File: src/rtl/rr_arbiter_n.sv
// N-way arbiter with a registered one-hot grant, fixed-priority or round-robin search,
// and an optional hold limit that preempts a long-held grant when others are waiting.
module rr_arbiter_n #(
  parameter int unsigned N        = 4,
  parameter int unsigned MAX_HOLD = 8,
  parameter int unsigned IDW      = $clog2(N)
) (
  input  logic           clk,
  input  logic           rst,
  input  logic           mode,
  input  logic [N-1:0]   req,
  output logic [N-1:0]   grant,
  output logic           grant_valid,
  output logic [IDW-1:0] grant_id
);

  logic [N-1:0]   grant_q, grant_d;
  logic           valid_q, valid_d;
  logic [IDW-1:0] id_q, id_d;
  logic [IDW-1:0] last_q, last_d;
  logic [7:0]     hold_q, hold_d;

  logic [N-1:0]   search_req;
  logic           owner_req;
  logic           other_req;
  logic           preempt;
  logic           search_en;
  logic           hit;
  logic [IDW-1:0] pick;

  // The current owner never competes in its own re-search; while idle grant_q is zero.
  assign search_req = req & ~grant_q;
  assign owner_req  = |(req & grant_q);
  assign other_req  = |search_req;
  assign preempt    = (MAX_HOLD != 0) && valid_q && owner_req && other_req &&
                      (hold_q == 8'(MAX_HOLD - 1));
  assign search_en  = !valid_q || !owner_req || preempt;

  always_comb begin
    logic [IDW-1:0] idx;
    hit  = 1'b0;
    pick = '0;
    idx  = '0;
    if (!mode) begin
      // Descending scan so the lowest matching index is the final assignment.
      for (int i = int'(N) - 1; i >= 0; i--) begin
        if (search_req[IDW'(i)]) begin
          hit  = 1'b1;
          pick = IDW'(i);
        end
      end
    end else begin
      // Scan last+N down to last+1 so the first index after last wins; last itself is k=N.
      for (int k = int'(N); k >= 1; k--) begin
        idx = IDW'((int'(last_q) + k) % int'(N));
        if (search_req[idx]) begin
          hit  = 1'b1;
          pick = idx;
        end
      end
    end
  end

  always_comb begin
    grant_d = grant_q;
    valid_d = valid_q;
    id_d    = id_q;
    last_d  = last_q;
    hold_d  = hold_q;
    if (search_en) begin
      hold_d = 8'd0;
      if (hit) begin
        grant_d       = '0;
        grant_d[pick] = 1'b1;
        valid_d       = 1'b1;
        id_d          = pick;
        last_d        = pick;
      end else begin
        grant_d = '0;
        valid_d = 1'b0;
      end
    end else if (hold_q != 8'd255) begin
      hold_d = hold_q + 8'd1;
    end
  end

  always_ff @(posedge clk or negedge rst) begin
    if (!rst) begin
      grant_q <= '0;
      valid_q <= 1'b0;
      id_q    <= '0;
      last_q  <= IDW'(N - 1);
      hold_q  <= 8'd0;
    end else begin
      grant_q <= grant_d;
      valid_q <= valid_d;
      id_q    <= id_d;
      last_q  <= last_d;
      hold_q  <= hold_d;
    end
  end

  assign grant       = grant_q;
  assign grant_valid = valid_q;
  assign grant_id    = id_q;

endmodule

File: config.mk
export PLATFORM = sky130hd
export DESIGN_NAME = rr_arbiter_n
export DESIGN_NICKNAME = d
export VERILOG_FILES = /design/src/rtl/rr_arbiter_n.sv
export SDC_FILE = /design/constraint.sdc
export NUM_CORES = 1
export LEC_CHECK = 0
export ABC_AREA = 1
export CAP_MARGIN = 5
export CORE_MARGIN = 8
export CORE_UTILIZATION = 57
export CTS_BUF_LIST = sky130_fd_sc_hd__clkbuf_16
export DETAILED_ROUTE_END_ITERATION = 8
export HOLD_SLACK_MARGIN = 0.05
export PLACE_DENSITY = 0.78
export SYNTH_ARGS = -nofsm -noshare
export SYNTH_HDL_FRONTEND = slang
export SYNTH_SLANG_ARGS = --single-unit
File: constraint.sdc
create_clock -name clk -period 4.5 [get_ports clk]
set_input_delay 0.9 -clock clk [delete_from_list [all_inputs] [get_ports clk]]
set_output_delay 0.9 -clock clk [all_outputs]
set_load 0.1 [all_outputs]
==> summary.txt <==
Timing
  – Max-slew violations: 0
  – Clock skew: 3.464 ps
  – Unrepaired setup endpoints after global routing: no
  – Worst Tran Pin Value: 980.1 ps
  – Max Clock Freq: 362.4 MHz
  – Slew HR: 0.3446
  – Count of final setup violators: 0
  – Fin Hold WS: 486.5 ps
  – Time the worst path needs with I/O delays and setup: 2759 ps
  – Number of hold-slack violations in the final timing report: 0
  – Final period utilization: 0.6132
  – Post-Route Setup TNS: 0 ps

Critical path
  – Startpoint of the worst-slack reg-to-reg timing path: hold_q[0]
  – Critical path start-end classification: reg2out
  – Combined buffer and inverter count along the critical path: 1
  – Destination of the worst register-to-register timing path: last_q[0]
  – Setup slack, reg-to-reg: 2620 ps
  – Stages on worst setup path: 1
  – Endpoint arrival time on the critical path: 1860 ps
  – Worst EP required: 3600 ps
  – Gate family responsible for the most delay along the worst path: buffers and inverters
  – Setup crit end kind: output pin
  – Worst Path Max Fanout: 6
  – Critical path startpoint: grant[2]
  – Crit start category: flop
  – Max stage delay on crit path: 1180 ps
  – Endpoint of the most critical setup path: grant[2]
  – Slowest cell on the critical path: sky130_fd_sc_hd__clkdlybuf4s50_1
  – Worst Reg-to-Reg Cells: 9
  – Cell-by-cell trace of the critical path: clkdlybuf4s50_1

Hold path
  – Worst hold start: grant_id[0]
  – Worst hold path class: reg2reg

Finish
  – NumNets Final: 173
  – Fill cell instance count of the final layout: 140
  – Area growth, synth to finish: 22.99%
  – Fraction of layout cells with a size suffix above 1: 0.1341
  – Multi-input gate area: 526.8 µm²
  – Ant diodes: 0
  – FF/Latch Area: 427.9 µm²

Place
  – Global placement routability congestion: 0.8374
  – Final HPWL from detailed placement: 1916 µm
  – # port buffers: 13

Run status
  – Run status: complete, no violations

Clock network
  – Clock slew seen by the registers of the worst setup and hold paths: 50 ps
  – Quantity of gates resized following cts: 0
  – CTS tree: yes
  – Latest clock arrival within the worst-skew pair: 240 ps
  – Root buffer selected by CTS: sky130_fd_sc_hd__clkbuf_16
  – Post-CTS setup-driven buffer insertion count: 0
  – H-tree levels: 1
  – Number of buffers inserted for hold repair after clock tree synthesis: 0
  – Clk buf depth: 2
  – Num Clock Sinks: 17
  – Number of buffers created by CTS: 3

Synth
  – Post-synthesis register bit count: 17
  – Post-synth cell types: 26
  – Top cell type's share of synthesized area: 0.3593
  – Portion of the post-synthesis area used by sequential elements: 0.4096
  – Synthesized Nets: 155
  – Count of synthesis-stage warnings from yosys: 0
  – Netlist area before placement: 1045 µm²
  – Gate Count Post-Synth: 147
  – Most area-hungry cell type in the Yosys netlist: sky130_fd_sc_hd__dfrtp_1
  – Average size of a mapped cell: 7.107 µm²
  – Leading cell types by total area after synthesis: sky130_fd_sc_hd__dfrtp_1 36%, sky130_fd_sc_hd__nand2_1 16%, sky130_fd_sc_hd__nand3_1 6.2%, sky130_fd_sc_hd__inv_1 5.7%, sky130_fd_sc_hd__dfstp_2 5.0%

Floorplan
  – Vert. Die Dim: 58.81 µm
  – Starting density of the core: 0.6051
  – Die outline area: 3459 µm²
  – Site Rows: 15
  – Area of the core: 1727 µm²
  – Horizontal die dimension: 58.81 µm
  – Number of primary I/O pins: 14

Route
  – Count of nets left with antenna violations after detail routing: 0
  – Number of search-and-repair iterations in the first detailed-routing pass: 4
  – Final routed wire length divided by cell count: 12.82 µm
  – DRC violation total after the first TritonRoute iteration: 23
  – Met3 Wirelength: 139 µm
  – Routed vias: 996
  – Post-Route M1 WL: 942 µm
  – Drc violations: 0
  – Top routing layer used: met4
  – Total wire length after detailed routing: 2423 µm
  – Detail Route met2 WL: 1285 µm
  – Vias per cell: 5.270

Power
  – Maximum vdd drop: 458.8 µV
  – Power density normalized to cell area: 816.9 nW/µm²
  – Leak Pwr: 0.6480 nW
  – Power after layout: 1.050 mW

GRT
  – Pin count of the biggest net entering global routing: 18
  – Remaining global-route overflow: 0
  – Via count of the first global-routing pass: 996
  – Antenna violations before repair: 0
  – Overall fraction of global-route tracks in use: 0.1525
  – Wire length of the first global-routing pass: 4222 µm

Run
  – Max_cap viols: 0
==> kinds of logic (layout without fill, tap and decap cells) <==
| family | Yosys count | after routing | synth area share |
|---|---|---|---|
| XOR/XNOR | 1 | 1 | 0.01557 |
| adder cells (fa/ha/maj) | 1 | 1 | 0.01197 |
| buffers and inverters | 24 | 41 | 0.08623 |
| AND/OR/NAND/NOR | 89 | 89 | 0.3832 |
| flip-flops | 17 | 17 | 0.4096 |
| AO/OA/AOI/OAI | 15 | 15 | 0.09342 |
==> power breakdown <==
part	switching, mW	total [mW]	internal (mW)
Sequential	0.0500	0.257	0.207
Combinational	0.451	0.623	0.171
Clock	0.0528	0.170	0.118
==> final cells by class <==
type | count | share of cell area
multi-input cells | 106 | 0.4099
clock buffers | 3 | 0.05842
clock inverters | 1 | 0.002921
repair buffers | 13 | 0.1013
well taps | 25 | 0.02434
flip-flops and latches | 17 | 0.3330
inverters | 24 | 0.07011
==> synth_stat cells <==
library cell	count
sky130_fd_sc_hd__xor2_2	1
sky130_fd_sc_hd__ha_1	1
sky130_fd_sc_hd__o2111ai_1	1
sky130_fd_sc_hd__nor3_1	5
sky130_fd_sc_hd__nor2_2	4
sky130_fd_sc_hd__nor4_1	2
sky130_fd_sc_hd__nor2_4	1
sky130_fd_sc_hd__a31oi_1	1
sky130_fd_sc_hd__nand2_2	3
sky130_fd_sc_hd__a41oi_1	1
sky130_fd_sc_hd__o21ai_1	2
sky130_fd_sc_hd__dfrtp_1	15
sky130_fd_sc_hd__inv_2	6
sky130_fd_sc_hd__nand3_2	1
sky130_fd_sc_hd__a211oi_1	2
sky130_fd_sc_hd__clkinv_1	2
sky130_fd_sc_hd__inv_1	16
sky130_fd_sc_hd__dfstp_2	2
sky130_fd_sc_hd__a21oi_2	1
sky130_fd_sc_hd__o21ai_0	2
sky130_fd_sc_hd__a21oi_1	4
sky130_fd_sc_hd__nand4_1	3
sky130_fd_sc_hd__nor2_1	12
sky130_fd_sc_hd__nand3_1	13
sky130_fd_sc_hd__o211a_1	1
sky130_fd_sc_hd__nand2_1	45
==> worst min-delay path by stage <==
stage | slack, ps | end | cells after the start
after floorplan | 480 | hold_q[0] | 1
after global routing | 530 | grant_id[0] | 2
after global placement | 480 | grant_id[0] | 2
after CTS | 490 | grant_id[0] | 2
after detailed placement | 480 | grant_id[0] | 2
final | 490 | grant_id[0] | 2
==> metal layers <==
layer / vias to the layer above / global-route usage
met1: 456 / 0.1582
met2: 26 / 0.2835
met3: 7 / 0.03043
li1: 507 / -
met4: 0 / 0.07167
met5: - / 0
==> through the flow <==
step / std cells / setup slack [ps] / cell area (µm²) / utilization
2_1_floorplan: 147 / 2419 / 1045 / -
3_3_place_gp: 185 / 1905 / 1206 / 0.6986
3_5_place_dp: 185 / 1855 / 1206 / 0.6986
4_1_cts: 189 / 1729 / 1285 / 0.7442
5_1_grt: 189 / 1699 / 1285 / 0.7442
6_report: 189 / 1741 / 1285 / 0.7442
==> flip-flops by register name, summed over array words and instances (netlist names) <==
signal / flops
grant: 4
grant_id: 2
grant_valid: 1
hold_q: 8
last_q: 2
==> cells in the final DEF (no fill, tap or decap) <==
| cell | Yosys | layout |
|---|---|---|
| sky130_fd_sc_hd__a211oi_1 | 2 | 2 |
| sky130_fd_sc_hd__a21oi_1 | 4 | 4 |
| sky130_fd_sc_hd__a21oi_2 | 1 | 1 |
| sky130_fd_sc_hd__a31oi_1 | 1 | 1 |
| sky130_fd_sc_hd__a41oi_1 | 1 | 1 |
| sky130_fd_sc_hd__clkbuf_16 | 0 | 3 |
| sky130_fd_sc_hd__clkdlybuf4s50_1 | 0 | 13 |
| sky130_fd_sc_hd__clkinv_1 | 2 | 2 |
| sky130_fd_sc_hd__dfrtp_1 | 15 | 15 |
| sky130_fd_sc_hd__dfstp_2 | 2 | 2 |
| sky130_fd_sc_hd__ha_1 | 1 | 1 |
| sky130_fd_sc_hd__inv_1 | 16 | 17 |
| sky130_fd_sc_hd__inv_2 | 6 | 6 |
| sky130_fd_sc_hd__nand2_1 | 45 | 45 |
| sky130_fd_sc_hd__nand2_2 | 3 | 3 |
| sky130_fd_sc_hd__nand3_1 | 13 | 13 |
| sky130_fd_sc_hd__nand3_2 | 1 | 1 |
| sky130_fd_sc_hd__nand4_1 | 3 | 3 |
| sky130_fd_sc_hd__nor2_1 | 12 | 12 |
| sky130_fd_sc_hd__nor2_2 | 4 | 4 |
| sky130_fd_sc_hd__nor2_4 | 1 | 1 |
| sky130_fd_sc_hd__nor3_1 | 5 | 5 |
| sky130_fd_sc_hd__nor4_1 | 2 | 2 |
| sky130_fd_sc_hd__o2111ai_1 | 1 | 1 |
| sky130_fd_sc_hd__o211a_1 | 1 | 1 |
| sky130_fd_sc_hd__o21ai_0 | 2 | 2 |
| sky130_fd_sc_hd__o21ai_1 | 2 | 2 |
| sky130_fd_sc_hd__xor2_2 | 1 | 1 |
No activity file was read; power rests on OpenSTA's default activity.
